--- config.mk ---
export PLATFORM = sky130hd
export DESIGN_NAME = mkio_rt_msg_ctrl
export DESIGN_NICKNAME = d
export VERILOG_FILES = /design/src/rtl/mkio_pkg.sv /design/src/rtl/mkio_word_timer.sv /design/src/rtl/mkio_rt_msg_ctrl.sv
export SDC_FILE = /design/constraint.sdc
export NUM_CORES = 1
export LEC_CHECK = 0
export CAP_MARGIN = 5
export CORE_MARGIN = 4
export CORE_UTILIZATION = 36
export DETAILED_ROUTE_END_ITERATION = 12
export GPL_TIMING_DRIVEN = 1
export SLEW_MARGIN = 20
export SYNTH_ARGS = -nofsm -noshare
export SYNTH_HDL_FRONTEND = slang
export SYNTH_SLANG_ARGS = --single-unit
--- constraint.sdc ---
create_clock -name clk -period 2.16 [get_ports clk]
set_clock_uncertainty 0.05 [all_clocks]
set_input_delay 0.432 -clock clk [delete_from_list [all_inputs] [get_ports clk]]
set_output_delay 0.432 -clock clk [all_outputs]
set_load 0.02 [all_outputs]
--- src/rtl/mkio_pkg.sv ---
// Shared definitions for the MKIO remote-terminal receive path.
// Holds the command/status word field positions, the default broadcast address,
// the message sequencer state enum, and small helpers for decoding the word
// count and building the status word.
package mkio_pkg;

  localparam int CMD_ADDR_MSB = 15;
  localparam int CMD_ADDR_LSB = 11;
  localparam int CMD_TR_BIT   = 10;
  localparam int CMD_SA_MSB   = 9;
  localparam int CMD_SA_LSB   = 5;
  localparam int CMD_WC_MSB   = 4;
  localparam int CMD_WC_LSB   = 0;
  localparam int STAT_ME_BIT  = 10;

  localparam logic [4:0] BCAST_ADDR_DEF = 5'd31;

  typedef enum logic [1:0] {
    ST_IDLE    = 2'd0,
    ST_RX_DATA = 2'd1,
    ST_RESPOND = 2'd2
  } state_t;

  // Command word count field: 0 encodes 32 words.
  function automatic logic [5:0] wc_decode(input logic [4:0] wc);
    return (wc == 5'd0) ? 6'd32 : {1'b0, wc};
  endfunction

  // Status word: RT address on top, message-error bit, everything else zero.
  function automatic logic [15:0] status_word(input logic [4:0] addr, input logic me);
    logic [15:0] s;
    s = '0;
    s[CMD_ADDR_MSB:CMD_ADDR_LSB] = addr;
    s[STAT_ME_BIT] = me;
    return s;
  endfunction

endpackage

--- src/rtl/mkio_word_timer.sv ---
// Inter-word gap timer.
// Ports: clk, reset (sync, active high); clear restarts the count; enable lets
// the count advance; timeout is high while the gap has reached WORD_TIMEOUT-1
// clocks and enable is set.
// The cycle carrying the clearing event counts as clock 0, so the register
// loads 1 on clear: its value is then the number of clocks since that event.
module mkio_word_timer
  import mkio_pkg::*;
#(
  parameter int WORD_TIMEOUT = 400
) (
  input  logic clk,
  input  logic reset,
  input  logic clear,
  input  logic enable,
  output logic timeout
);

  localparam int W = $clog2(WORD_TIMEOUT + 1);
  localparam logic [W-1:0] LAST = W'(WORD_TIMEOUT - 1);
  localparam logic [W-1:0] ONE  = W'(1);

  logic [W-1:0] cnt;

  always_ff @(posedge clk) begin
    if (reset)
      cnt <= '0;
    else if (clear)
      cnt <= ONE;
    else if (enable && cnt != LAST)
      cnt <= cnt + ONE;   // saturate so a stalled count never wraps
  end

  assign timeout = enable && (cnt == LAST);

endmodule

--- src/rtl/mkio_rt_msg_ctrl.sv ---
// MKIO remote-terminal message sequencer.
// Decodes command words addressed to this RT (or broadcast), writes following
// data words into the subaddress buffer, supervises the inter-word gap, reports
// each finished message and requests a status word from the transmitter.
// Ports:
//   clk, reset                    clock, sync active-high reset
//   rt_addr                       this terminal's address
//   rx_data/rx_cd/rx_done/
//   rx_parity_error               decoded word from the receiver
//   buf_we/buf_sa/buf_addr/
//   buf_wdata                     data-word write into the subaddress buffer
//   msg_valid + msg_*             end-of-message pulse and message descriptor
//   tx_req/tx_status/tx_ack       status-word handshake with the transmitter
module mkio_rt_msg_ctrl
  import mkio_pkg::*;
#(
  parameter int         WORD_TIMEOUT = 400,
  parameter logic [4:0] BCAST_ADDR   = BCAST_ADDR_DEF
) (
  input  logic        clk,
  input  logic        reset,
  input  logic [4:0]  rt_addr,
  input  logic [15:0] rx_data,
  input  logic        rx_cd,
  input  logic        rx_done,
  input  logic        rx_parity_error,
  output logic        buf_we,
  output logic [4:0]  buf_sa,
  output logic [4:0]  buf_addr,
  output logic [15:0] buf_wdata,
  output logic        msg_valid,
  output logic        msg_tr,
  output logic [4:0]  msg_sa,
  output logic [5:0]  msg_wc,
  output logic        msg_bcast,
  output logic        msg_error,
  output logic        tx_req,
  output logic [15:0] tx_status,
  input  logic        tx_ack
);

  state_t     state;
  logic [5:0] wcnt;
  logic       me;
  logic       timeout;

  logic [4:0] cmd_addr;
  logic       cmd_tr;
  logic       cmd_bcast;
  logic       cmd_hit;
  logic       last_word;
  logic       word_err;

  assign cmd_addr  = rx_data[CMD_ADDR_MSB:CMD_ADDR_LSB];
  assign cmd_tr    = rx_data[CMD_TR_BIT];
  assign cmd_bcast = (cmd_addr == BCAST_ADDR);
  assign cmd_hit   = rx_done && rx_cd && !rx_parity_error &&
                     ((cmd_addr == rt_addr) || cmd_bcast);
  assign last_word = ((wcnt + 6'd1) == msg_wc);
  // Error state of the message including the word arriving this cycle.
  assign word_err  = msg_error || rx_parity_error;

  // Held cleared outside RX_DATA so every message starts with a fresh gap.
  mkio_word_timer #(.WORD_TIMEOUT(WORD_TIMEOUT)) u_timer (
    .clk     (clk),
    .reset   (reset),
    .clear   (rx_done || (state != ST_RX_DATA)),
    .enable  (state == ST_RX_DATA),
    .timeout (timeout)
  );

  assign buf_sa = msg_sa;

  always_ff @(posedge clk) begin
    if (reset) begin
      state     <= ST_IDLE;
      wcnt      <= '0;
      me        <= 1'b0;
      buf_we    <= 1'b0;
      buf_addr  <= '0;
      buf_wdata <= '0;
      msg_valid <= 1'b0;
      msg_tr    <= 1'b0;
      msg_sa    <= '0;
      msg_wc    <= '0;
      msg_bcast <= 1'b0;
      msg_error <= 1'b0;
      tx_req    <= 1'b0;
      tx_status <= '0;
    end else begin
      buf_we    <= 1'b0;
      msg_valid <= 1'b0;
      case (state)
        ST_IDLE: begin
          if (cmd_hit) begin
            msg_tr    <= cmd_tr;
            msg_sa    <= rx_data[CMD_SA_MSB:CMD_SA_LSB];
            msg_wc    <= wc_decode(rx_data[CMD_WC_MSB:CMD_WC_LSB]);
            msg_bcast <= cmd_bcast;
            msg_error <= 1'b0;
            wcnt      <= '0;
            if (!cmd_tr) begin
              state <= ST_RX_DATA;
            end else if (!cmd_bcast) begin
              msg_valid <= 1'b1;
              tx_req    <= 1'b1;
              tx_status <= status_word(rt_addr, me);
              state     <= ST_RESPOND;
            end else begin
              // Broadcast transmit command is illegal: report and stay idle.
              msg_valid <= 1'b1;
              msg_error <= 1'b1;
              me        <= 1'b1;
            end
          end
        end

        ST_RX_DATA: begin
          // rx_done is tested first so a word arriving on the timeout
          // cycle still counts.
          if (rx_done) begin
            if (rx_cd) begin
              // Superseding command aborts the message; the command is dropped.
              msg_valid <= 1'b1;
              msg_error <= 1'b1;
              me        <= 1'b1;
              state     <= ST_IDLE;
            end else begin
              if (!rx_parity_error) begin
                buf_we    <= 1'b1;
                buf_addr  <= wcnt[4:0];
                buf_wdata <= rx_data;
              end
              wcnt      <= wcnt + 6'd1;
              msg_error <= word_err;
              if (last_word) begin
                msg_valid <= 1'b1;
                if (word_err) begin
                  me    <= 1'b1;
                  state <= ST_IDLE;
                end else if (msg_bcast) begin
                  state <= ST_IDLE;
                end else begin
                  tx_req    <= 1'b1;
                  tx_status <= status_word(rt_addr, me);
                  state     <= ST_RESPOND;
                end
              end
            end
          end else if (timeout) begin
            msg_valid <= 1'b1;
            msg_error <= 1'b1;
            me        <= 1'b1;
            state     <= ST_IDLE;
          end
        end

        ST_RESPOND: begin
          if (tx_ack) begin
            tx_req <= 1'b0;
            me     <= 1'b0;
            state  <= ST_IDLE;
          end
        end

        default: state <= ST_IDLE;
      endcase
    end
  end

endmodule
==> impl_metrics.env, run 1 <==
export IMPL_synthToLayoutAreaGrowth_pct=41.5
export IMPL_gr_usage_met3_pct=3.96
export IMPL_min_period_ps=2050
export IMPL_postSynthCellCount=360
export IMPL_critPathKind="input pin to flop"
export IMPL_dieHeight_um=99.0
export IMPL_fmax_mhz=488
export IMPL_io_buffers=75
export IMPL_ys_seq_area_share_pct=41.6
export IMPL_worstSetupStartpointType="input pin"
export IMPL_wire_per_inst_um=14.6
export IMPL_synth_seq_cells=62
export IMPL_overflow=0
export IMPL_min_period_over_period_pct=94.9
export IMPL_slowest_delay_ps=470
export IMPL_synth_avg_cell_area_um2=8.28
export IMPL_dp_cells=548
export IMPL_nFillCells=779
export IMPL_cts_tree="done"
export IMPL_power_frac_clock_pct=42.5
export IMPL_path_clk_slew_ps=70
export IMPL_synth_top_flop_cell="dfxtp_1"
export IMPL_final_cells=564
export IMPL_dpl_hpwl_mm=5.99
export IMPL_hold_class="input pin to flop"
export IMPL_drt_iter0_drc=90
export IMPL_diodes=0
export IMPL_postCtsHoldBufs=0
export IMPL_die_area_um2=9800
export IMPL_hold_depth=2
export IMPL_final_common_cell="clkdlybuf4s50_1"
export IMPL_place_ws_ps=-254
export IMPL_cp_data_required_time_ps=2370
export IMPL_peakVddDrop_v=0.000320
export IMPL_p_total_mw=2.40
export IMPL_cts_sinks=62
export IMPL_busiest_layer="met2"
export IMPL_met2_usage_pct=27.7
export IMPL_cts_buffers=9
export IMPL_avgViaCountPerCell=4.98
export IMPL_first_pass_iters=4
export IMPL_vias=2808
export IMPL_power_density_nw_per_um2=569
export IMPL_cts_setup_buffers=0
export IMPL_grt_pass1_wl_mm=13.5
export IMPL_setup_viol=0
export IMPL_gp_congestion=0.825
export IMPL_h_tree_depth=3
export IMPL_fp_coreArea_um2=7890
export IMPL_most_common_layout_cells="clkdlybuf4s50_1 (74), nand2_1 (66), dfxtp_1 (62)"
export IMPL_p_switching_mw=0.611
export IMPL_crit_chain="clkdlybuf4s50_1, buf_4, xnor2_1, nand3_1, o2bb2ai_4, a21oi_2, or4_1, a21oi_1"
export IMPL_grt_max_degree=41
export IMPL_worst_slack_ps=110
export IMPL_slew_violations=0
export IMPL_p_seq_share_pct=48.1
export IMPL_p_int_mw=1.79
export IMPL_nNetsFinal=486
export IMPL_end_kind="flop"
export IMPL_start_util_pct=37.8
export IMPL_clockRootBuffer="clkbuf_8"
export IMPL_grt_setup_unrepaired="false"
export IMPL_swShare_pct=25.4
export IMPL_top_level_ports=86
export IMPL_path_max_fanout=5
export IMPL_synth_edff_count=0
export IMPL_synthDistinctLibCells=53
export IMPL_cp_depth=8
export IMPL_track_usage_pct=16.8
export IMPL_critPathTopFamily="simple AND/OR/NAND/NOR gates"
export IMPL_cts_buffer_depth=2
export IMPL_cap_violations=0
export IMPL_drive_above_1_share_pct=16.2
export IMPL_crit_arrival_ps=2260
export IMPL_rows=32
export IMPL_drc=0
export IMPL_ff2ff_path_depth=7
export IMPL_met1_usage_pct=21.3
export IMPL_power_frac_comb_pct=9.3
export IMPL_worst_path_buf_inv=2
export IMPL_clk_latency_ps=330
export IMPL_grt_pass1_vias=2796
export IMPL_async_reset_ff_share_pct=0
export IMPL_hold_viol=0
export IMPL_totalWireLength_mm=8.22
export IMPL_power_leakage_nw=1.51
export IMPL_status="completed"
export IMPL_syn_area_um2=2980
export IMPL_antenna_found_initial=0
export IMPL_die_w_um=99.0
export IMPL_ys_warn_count=0
export IMPL_ant_nets=0
export IMPL_slowest_stage="or4_1"
## worst register-to-register path, stage by stage (launching register included)
cell	delay (ps)
dfxtp_1	320
ha_2	210
xnor2_2	140
xnor2_1	160
nor4_4	390
nand2_1	90
a31o_2	260
a211oi_1	290
## through the flow
stage / TNS (ps) / hold slack, ps / utilization, % / cell area, µm²
2_1_floorplan: 0 / 400 / - / 3020
3_3_place_gp: -4430 / 393 / 50.7 / 4000
3_5_place_dp: -5270 / 397 / 50.7 / 4000
4_1_cts: 0 / 388 / 53.2 / 4200
5_1_grt: 0 / 418 / 53.5 / 4220
6_report: 0 / 405 / 53.5 / 4220
## Yosys cell counts (all sizes together), types with 3 or more instances
cell type	instances	area [µm²]
o21ai	13	65.1
nand4	4	25.0
and3	3	18.8
xnor2	10	87.6
nor2	24	90.1
and2	4	25.0
or3	4	25.0
inv	5	18.8
mux2i	6	60.1
xor2	8	70.1
nor3	4	20.0
nand3	12	65.1
nand4b	9	78.8
buf	26	166
dfxtp	62	1240
nand2	67	254
a21oi	46	238
a31oi	4	25.0
clkbuf	10	37.5
nor4	3	33.8
## state kept, by name (all words and copies together) (netlist names), 2 cells and up
register	flops
u_timer.cnt	9
buf_addr	5
buf_sa	5
state	2
msg_wc	6
wcnt	6
buf_wdata	16
tx_status	6
## routing by layer
layer / wire (µm) / up-vias / part of all wire [%]
li1: - / 1430 / -
met1: 3770 / 1294 / 46
met2: 3950 / 74 / 48
met3: 407 / 10 / 4.9
met4: 97 / 0 / 1.2
met5: 0 / - / 0
## worst paths after layout
path | to | startpoint | slack [ps]
setup reg to reg | msg_valid$_SDFF_PP0_ | wcnt[0]$_SDFFE_PP0P_ | 160
hold reg to reg | buf_wdata[9]$_SDFFE_PP0P_ | buf_wdata[9]$_SDFFE_PP0P_ | 400
hold / removal | msg_bcast$_SDFFE_PP0P_ | reset | 400
setup / recovery | wcnt[5]$_SDFFE_PP0P_ | rx_data[14] | 110
## final cells by class
| type | instances | area (µm²) | area share [%] |
|---|---|---|---|
| Tap cell | 102 | 128 | 3.02 |
| Inverter | 5 | 18.8 | 0.445 |
| Clock inverter | 7 | 72.6 | 1.72 |
| Multi-Input combinational cell | 266 | 1580 | 37.4 |
| Sequential cell | 62 | 1240 | 29.4 |
| Clock buffer | 9 | 124 | 2.94 |
| Timing Repair Buffer | 113 | 1060 | 25.0 |
## cell families (layout without fill, tap and decap cells)
group           count (synthesis)  count (layout)  synth area share [%]
mux                             6               6                  2.01
compound gates                 86              86                  18.6
fa+ha+maj                       2               2                 0.839
buf+inv                        41             134                  7.47
other cells                     1              10                 0.126
flops                          62              62                  41.6
simple gates                  144             144                  24.0
xor+xnor                       18              18                  5.29
## power groups by stage
stage | combinational (mW) | sequential, mW | clock [mW]
final | 0.225 | 1.16 | 1.02
after global routing | 0.241 | 1.16 | 1.10
after CTS | 0.223 | 1.16 | 1.05
after detailed placement | 0.222 | 1.18 | 0
after global placement | 0.222 | 1.18 | 0
after floorplan | 0.111 | 1.19 | 0
## timing repair
item / CTS / global route
endpoints found under the hold margin: 0 / 0
setup endpoints to repair: 0 / 9
gates resized for setup: 0 / 5
No activity file was read; power rests on OpenSTA's default activity.
==> run 2: changes to the inputs <==
Settings changed: CELL_PAD_IN_SITES_DETAIL_PLACEMENT set to 0, CELL_PAD_IN_SITES_GLOBAL_PLACEMENT set to 2, CORE_UTILIZATION 36 to 27, PLACE_DENSITY_LB_ADDON set to 0.1.
==> impl_metrics.env, run 2 (synthesis results as in run 1) <==
export IMPL_die_w_um=113
export IMPL_cts_buffer_depth=2
export IMPL_min_period_over_period_pct=94.9
export IMPL_status="completed"
export IMPL_top_level_ports=86
export IMPL_wire_per_inst_um=15.2
export IMPL_vias=2831
export IMPL_grt_setup_unrepaired="true"
export IMPL_most_common_layout_cells="clkdlybuf4s50_1 (72), nand2_1 (66), dfxtp_1 (61)"
export IMPL_grt_pass1_vias=2790
export IMPL_min_period_ps=2050
export IMPL_path_clk_slew_ps=80
export IMPL_r2r_start="wcnt[1]$_SDFFE_PP0P_"
export IMPL_clockRootBuffer="clkbuf_8"
export IMPL_dieHeight_um=113
export IMPL_ant_nets=0
export IMPL_synthToLayoutAreaGrowth_pct=44.6
export IMPL_gp_congestion=0.796
export IMPL_critPathKind="input pin to flop"
export IMPL_design_area_um2=4310
export IMPL_antenna_found_initial=0
export IMPL_clk_latency_ps=340
export IMPL_end_kind="flop"
export IMPL_cts_buffers=9
export IMPL_whs_ps=380
export IMPL_drt_iter0_drc=170
export IMPL_dpl_hpwl_mm=6.81
export IMPL_track_usage_pct=14.5
export IMPL_fp_coreArea_um2=10800
export IMPL_slowest_delay_ps=420
export IMPL_largest_reg_flops=16
export IMPL_first_pass_iters=4
export IMPL_overflow=0
export IMPL_worst_slack_ps=110
export IMPL_hold_viol=0
export IMPL_drive_above_1_share_pct=16.3
export IMPL_start_util_pct=27.5
export IMPL_hold_start="rx_data[15]"
export IMPL_fin_tns_setup_ps=0
export IMPL_largest_register="buf_wdata"
export IMPL_peakVddDrop_v=0.000248
export IMPL_die_area_um2=12800
export IMPL_diodes=0
export IMPL_cp_data_required_time_ps=2370
export IMPL_fmax_mhz=488
export IMPL_nNetsFinal=490
export IMPL_place_ws_ps=-276
export IMPL_rows=38
export IMPL_drc=0
export IMPL_totalWireLength_mm=9.24
export IMPL_cap_violations=0
export IMPL_cts_sinks=62
export IMPL_path_max_fanout=6
export IMPL_slowest_stage="clkdlybuf4s50_1"
export IMPL_power_leakage_nw=1.57
export IMPL_h_tree_depth=3
export IMPL_power_density_nw_per_um2=592
export IMPL_setup_viol=0
export IMPL_crit_path_start="rx_parity_error"
export IMPL_worstSetupStartpointType="input pin"
export IMPL_hold_class="input pin to flop"
export IMPL_final_cells=606
export IMPL_grt_pass1_wl_mm=14.8
export IMPL_cts_tree="done"
export IMPL_avgViaCountPerCell=4.67
export IMPL_dp_cells=590
export IMPL_placed_cell_area_um2=4080
export IMPL_grt_max_degree=41
export IMPL_crit_chain="clkdlybuf4s50_1, nand2b_1, or3_1, o31ai_4, buf_4, o31a_2, nand4b_1, a21oi_1"
export IMPL_io_buffers=75
export IMPL_crit_arrival_ps=2260
export IMPL_reg_top3="buf_wdata x16, u_timer.cnt x9"
export IMPL_slew_violations=0
export IMPL_final_common_cell="clkdlybuf4s50_1"
-- run 2: path summary, 6_finish.rpt --
kind	endpoint	slack [ps]	cells past startpoint
setup / recovery	tx_status[15]$_SDFFE_PP0P_	110	8
hold / removal	buf_wdata[15]$_SDFFE_PP0P_	380	3
setup reg to reg	msg_valid$_SDFF_PP0_	130	7
hold reg to reg	buf_wdata[5]$_SDFFE_PP0P_	410	2
-- run 2: area by class of cell --
type / instances / area (µm²)
timing repair buffer: 117 / 1090
tap: 140 / 175
clock buffer: 9 / 124
sequential: 62 / 1240
inverter: 5 / 18.8
multi-input combinational: 266 / 1560
clock inverter: 7 / 98.8
fill: 1135 / 6530
-- run 2: worst max-delay path: cells and delay by family --
kind | cells | cell delay, ps
compound gates | 3 | 600
buf+inv | 2 | 570
simple gates | 3 | 670
-- run 2: metrics by stage --
| step | power (mW) | utilization (%) |
|---|---|---|
| finish | 2.55 | 39.8 |
| detailed placement | 1.42 | 37.6 |
| floorplan | 1.30 | - |
| global placement | 1.42 | 37.6 |
| CTS | 2.59 | 39.7 |
| global route | 2.66 | 39.8 |
-- run 2: power breakdown --
part	internal, mW	switching, mW
clock network	0.654	0.508
registers	1.15	0.00575
logic	0.111	0.123
total	1.91	0.637
-- run 2: repair_timing --
action	in CTS	in global routing
endpoints found under the setup margin	0	9
buffers inserted	0	0
hold buffers	0	0
resized for setup	0	5
-- run 2: per-layer routing --
layer	GRT usage (%)	part of all wire, %	vias to the layer above
met5	0	0	-
met2	23.5	48	52
li1	-	-	1434
met1	19.0	47	1338
met3	3.53	4.2	7
met4	4.41	1.2	0
==> run 3: changes to the inputs <==
Settings changed: CTS_CLUSTER_SIZE set to 10.
==> results of run 3 <==
Same layout as run 2: the final DEF is identical, and so are final timing and power.
